[config.mk]
export PLATFORM = sky130hd
export DESIGN_NAME = ir_xmit
export DESIGN_NICKNAME = d
export VERILOG_FILES = /design/src/rtl/ir_xmit.sv
export SDC_FILE = /design/constraint.sdc
export NUM_CORES = 1
export LEC_CHECK = 0
export CORE_MARGIN = 2
export CORE_UTILIZATION = 35
export CTS_CLUSTER_DIAMETER = 100
export DETAILED_ROUTE_END_ITERATION = 10
export PLACE_DENSITY = 0.59
export SETUP_SLACK_MARGIN = 0.15
export SYNTH_ARGS = -nofsm -noshare
export SYNTH_HDL_FRONTEND = slang
export SYNTH_SLANG_ARGS = --single-unit
export TNS_END_PERCENT = 100
[constraint.sdc]
create_clock -name clk27 -period 3.4 [get_ports clk27]
set_input_delay 0.68 -clock clk27 [delete_from_list [all_inputs] [get_ports clk27]]
set_output_delay 0.68 -clock clk27 [all_outputs]
set_load 0.1 [all_outputs]
[src/rtl/ir_xmit.sv]
// NEC infrared transmitter: leader, 32 LSB-first data bits, stop mark, optional repeat codes.
// Define IR_TX_CARRIER_EN to modulate marks with the CARRIER_DIV/CARRIER_HIGH carrier; otherwise ir_tx is the baseband envelope.
module ir_xmit #(
  parameter int UNIT_CYCLES  = 15188,
  parameter int CARRIER_DIV  = 711,
  parameter int CARRIER_HIGH = 237
) (
  input  logic        clk27,
  input  logic        reset_n,
  input  logic [15:0] ir_code,
  input  logic        ir_code_req,
  input  logic        repeat_en,
  output logic        busy,
  output logic        ir_code_ack,
  output logic        ir_tx
);

  typedef enum logic [3:0] {
    IDLE, LEAD_MARK, LEAD_SPACE, BIT_MARK, BIT_SPACE, STOP_MARK,
    GAP, RPT_MARK, RPT_SPACE, RPT_STOP
  } state_t;

  localparam logic [13:0] UNIT_LAST    = 14'(UNIT_CYCLES - 1);
  localparam logic [7:0]  PERIOD_UNITS = 8'd192;

  state_t      state, state_nxt;
  logic [13:0] cycle_cnt;
  logic [7:0]  period_cnt, period_inc;
  logic [4:0]  unit_cnt, unit_inc, state_units;
  logic [4:0]  bit_idx;
  logic [31:0] shift;
  logic        unit_tick, state_done;

`ifdef IR_TX_CARRIER_EN
  localparam int CW = $clog2(CARRIER_DIV + 1);
  logic [CW-1:0] carrier_cnt, carrier_wrap;

  always_comb begin
    carrier_wrap = (carrier_cnt == CW'(CARRIER_DIV - 1)) ? '0 : carrier_cnt + CW'(1);
  end
`endif

  function automatic logic is_mark(input state_t s);
    return (s == LEAD_MARK) || (s == BIT_MARK) || (s == STOP_MARK) ||
           (s == RPT_MARK) || (s == RPT_STOP);
  endfunction

  always_comb begin
    unit_tick  = (state != IDLE) && (cycle_cnt == UNIT_LAST);
    period_inc = period_cnt + 8'd1;
    unit_inc   = unit_cnt + 5'd1;

    case (state)
      LEAD_MARK, RPT_MARK: state_units = 5'd16;
      LEAD_SPACE:          state_units = 5'd8;
      BIT_SPACE:           state_units = shift[0] ? 5'd3 : 5'd1;
      RPT_SPACE:           state_units = 5'd4;
      default:             state_units = 5'd1;
    endcase

    // GAP is timed against the frame period rather than its own length
    if (state == GAP) state_done = unit_tick && (period_inc == PERIOD_UNITS);
    else              state_done = unit_tick && (unit_inc == state_units);

    state_nxt = state;
    if (state == IDLE) begin
      if (ir_code_req) state_nxt = LEAD_MARK;
    end else if (state_done) begin
      case (state)
        LEAD_MARK:  state_nxt = LEAD_SPACE;
        LEAD_SPACE: state_nxt = BIT_MARK;
        BIT_MARK:   state_nxt = BIT_SPACE;
        BIT_SPACE:  state_nxt = (bit_idx == 5'd31) ? STOP_MARK : BIT_MARK;
        STOP_MARK:  state_nxt = GAP;
        GAP:        state_nxt = repeat_en ? RPT_MARK : IDLE;
        RPT_MARK:   state_nxt = RPT_SPACE;
        RPT_SPACE:  state_nxt = RPT_STOP;
        RPT_STOP:   state_nxt = GAP;
        default:    state_nxt = IDLE;
      endcase
    end
  end

  always_ff @(posedge clk27 or negedge reset_n) begin
    if (!reset_n) begin
      state       <= IDLE;
      cycle_cnt   <= '0;
      period_cnt  <= '0;
      unit_cnt    <= '0;
      bit_idx     <= '0;
      shift       <= '0;
      busy        <= 1'b0;
      ir_code_ack <= 1'b0;
      ir_tx       <= 1'b0;
`ifdef IR_TX_CARRIER_EN
      carrier_cnt <= '0;
`endif
    end else begin
      ir_code_ack <= 1'b0;
      if (state == IDLE) begin
        if (ir_code_req) begin
          state      <= LEAD_MARK;
          shift      <= {~ir_code[7:0], ir_code[7:0], ~ir_code[15:8], ir_code[15:8]};
          cycle_cnt  <= '0;
          period_cnt <= '0;
          unit_cnt   <= '0;
          bit_idx    <= '0;
          busy       <= 1'b1;
          ir_tx      <= 1'b1;
`ifdef IR_TX_CARRIER_EN
          carrier_cnt <= '0;
`endif
        end
      end else begin
        if (unit_tick) begin
          cycle_cnt  <= '0;
          period_cnt <= period_inc;
          unit_cnt   <= unit_inc;
        end else begin
          cycle_cnt <= cycle_cnt + 14'd1;
        end

        if (state_done) begin
          state    <= state_nxt;
          unit_cnt <= '0;
          busy     <= (state_nxt != IDLE);
          ir_tx    <= is_mark(state_nxt);
`ifdef IR_TX_CARRIER_EN
          carrier_cnt <= '0;
`endif
          // Leaving GAP starts a fresh 192-unit period for the next repeat
          if (state == GAP) period_cnt <= '0;
          if (state == BIT_SPACE) begin
            shift   <= shift >> 1;
            bit_idx <= bit_idx + 5'd1;
          end
          if (state == STOP_MARK) ir_code_ack <= 1'b1;
        end else if (is_mark(state)) begin
`ifdef IR_TX_CARRIER_EN
          carrier_cnt <= carrier_wrap;
          ir_tx       <= (carrier_wrap < CW'(CARRIER_HIGH));
`else
          ir_tx <= 1'b1;
`endif
        end
      end
    end
  end

endmodule

==> results.toml <==
[clock_tree]
ctsHoldBuffers = 0
clk_latency_ns = 0.34
clock_path_buffers = 2
cts_num_sinks = 71
postCtsSetupBuffers = 0
ctsResizeCount = 0
path_clk_slew_ns = 0.06
cts_buffers = 9
root_buffer = "clkbuf_16"
htree_num_levels = 3
cts_tree = "yes"

[synthesis]
synthArstFlopShare_pct = 100
ys_ff_latch = 71
syn_avg_cell_area_sq_um = 9.49
ys.flop_type = "dfrtp_1"
synth_edf_count = 0
yosysTopAreaCellShare_pct = 42.9
syn_area_sq_um = 4150
synth_area_leader_cell = "dfrtp_1"
ys_types = 57
yosysWarningCount = 0
synth_nets = 463
syn_inst = 437
seq_area_frac_synth_pct = 42.9
synthTopCellsByArea = "dfrtp_1, mux2_4, nand2_1"

[global_route]
grt_max_degree = 72
grt_pass1_wl_um = 16000
antenna_found_initial = 0
grt_pass1_vias = 3212
grt-ovfl-total = 0
track_usage_pct = 15.4

[critical_path]
slowest_delay_ns = 0.51
r2r_end = "shift[20]"
startpoint_type = "flip-flop"
cp.required_ns = 3.62
r2r_cells = 9
crit_arrival_ns = 3.20
r2r_slack_ns = 0.42
endpoint_kind = "flip-flop"
critPathKind = "flip-flop to flip-flop"
worst_path_max_delay_cell = "or3_1"
path_cells = "ha_1 -> xnor2_1 -> a21boi_0 -> o221ai_1 -> or3_1 -> a2111oi_4 -> a21oi_4 -> buf_12 -> mux2_4"
r2r-start = "unit_cnt[0]"
crit_fanout = 35

[die]
initial_core_util_pct = 36.1
core-area_sq_um = 11500
dieHeight_um = 113
rows = 39
die-area_sq_um = 12700
io_pins = 23
die_x_um = 113

[cells_and_area]
design_area_sq_um = 4930
final-instance-count-excl-fill = 613
diodes = 0
seqCellArea_sq_um = 1780
area_delta_synth_final_pct = 18.9
fin_nets = 491
multi_input_area_sq_um = 2230
num-fill-cells = 1101
final_layout_size_suffix_gt1_share_pct = 15.7

[drt]
vias_per_cell = 5.34
drt-pass1-iter-count = 5
drt_iter0_drc = 275
wire_per_inst_um = 14.9
wl_um = 9150
antenna_left = 0
drc = 0
num_vias = 3274

[placement]
portBuffers = 22
dp_cells = 597
gp_congestion = 0.882
postPlaceCellArea_sq_um = 4570
post-dp-hpwl_um = 6130

[sta]
worst_slew_pin_slew_ns = 0.960
slew_viol_final = 0
fmax_ghz = 0.336
rsz0062_at_grt = "false"
final.setup.tns_ns = 0
fin_crit_ns = 2.98
min_period_over_period_pct = 87.6
slew_headroom_pct = 35.8
fin_skew_ns = 0.00455
final_hold_viol_count = 0
setup_viol = 0

[hold_path]
hold_path.class = "input pin to asynchronous set/reset pin"

[outcome]
status = "finished clean"

[power_and_ir_drop]
ir_worst_vdd_mv = 0.318
leakage_uw = 0.00216
p_per_area_nw_per_um2 = 409

[run]
drv_cap = 0
-- synth_stat cells (3+ instances only) --
library cell and instances:
a21oi_1 11, a31oi_1 4, and3_1 9, buf_6 4, clkbuf_1 13, dfrtp_1 71, ha_1 6, inv_1 8
mux2_2 6, mux2_4 27, mux2i_1 3, nand2_1 90, nand2b_1 7, nand3_1 23, nand4b_1 3, nor2_1 19
nor2b_1 6, nor3_1 7, nor4_1 3, nor4b_1 3, o211ai_1 6, o21ai_0 49, o31ai_1 5, xnor2_1 4
xor2_1 9
-- final cells by class --
class / count / share of cell area, %
clock buffers: 11 / 5.13
clock inverters: 5 / 2.11
inverters: 9 / 0.686
multi-input cells: 337 / 45.3
flip-flops and latches: 71 / 36.1
well taps: 143 / 3.63
repair buffers: 37 / 7.06
-- metal layers --
metal	global-route usage (%)	routed length, um	up-vias
li1	-	-	1627
met1	21.1	4440	1583
met2	24.3	4280	58
met3	4.45	346	6
met4	3.58	75	0
met5	0	0	-
-- layout by cell type, fill, tap and decap left out, types with 7 or more instances in the layout --
cell type	n
nand2_1	90
inv_1	8
clkdlybuf4s50_1	19
and3_1	9
nor2_1	19
o21ai_0	49
nand2b_1	7
buf_4	15
mux2_4	27
nand3_1	23
xor2_1	9
dfrtp_1	71
clkbuf_16	9
a21oi_1	11
-- state kept, by name (all words and copies together) (netlist names), 4 cells and up --
register,flops
period_cnt,8
cycle_cnt,14
unit_cnt,5
bit_idx,5
shift,32
state,4
-- critical path: cells and delay by family (launching register included) --
family                   cells  cell delay [ns]
flip-flops                   1             0.42
adder cells (fa/ha/maj)      1             0.27
multiplexers                 1             0.32
AO/OA/AOI/OAI                4             0.87
buffers and inverters        1             0.21
XOR/XNOR                     1             0.25
AND/OR/NAND/NOR              1             0.51
-- power by group --
part	total, uW	internal [uW]	switching (uW)
Sequential	845	845	0
Clock	1130	757	369
Combinational	45.2	21.4	23.8
-- cell families after synthesis --
group,after synthesis,synth area share (%)
muxes,36,12.1
adders and majority gates,6,1.81
and+or+nand+nor,181,20.9
buffers and inverters,29,3.56
DFF,71,42.9
AOI/OAI and AO/OA,101,15.9
xor gates and xnor gates,13,2.75
-- per-stage QoR --
stage	total power [uW]	util, %	setup WS, ns	hold WS, ns
after global placement	908	39.9	0.449	0.468
after detailed placement	908	39.9	0.433	0.466
after CTS	2040	43.0	0.424	0.380
final	2020	43.0	0.421	0.341
after floorplan	861	-	0.606	0.384
after global routing	2070	43.0	0.220	0.404
-- how the worst max path moves through the flow --
stage                     cells past startpoint         from         end  slack [ns]
after CTS                                     9  unit_cnt[0]    shift[2]        0.42
after global placement                        9  unit_cnt[0]   shift[21]        0.45
after global routing                          9  unit_cnt[0]   shift[21]        0.22
after floorplan                              10  unit_cnt[0]  bit_idx[0]        0.61
final                                         9  unit_cnt[0]   shift[20]        0.42
after detailed placement                      9  unit_cnt[0]    shift[2]        0.43
(Power assumes the default switching activity.)
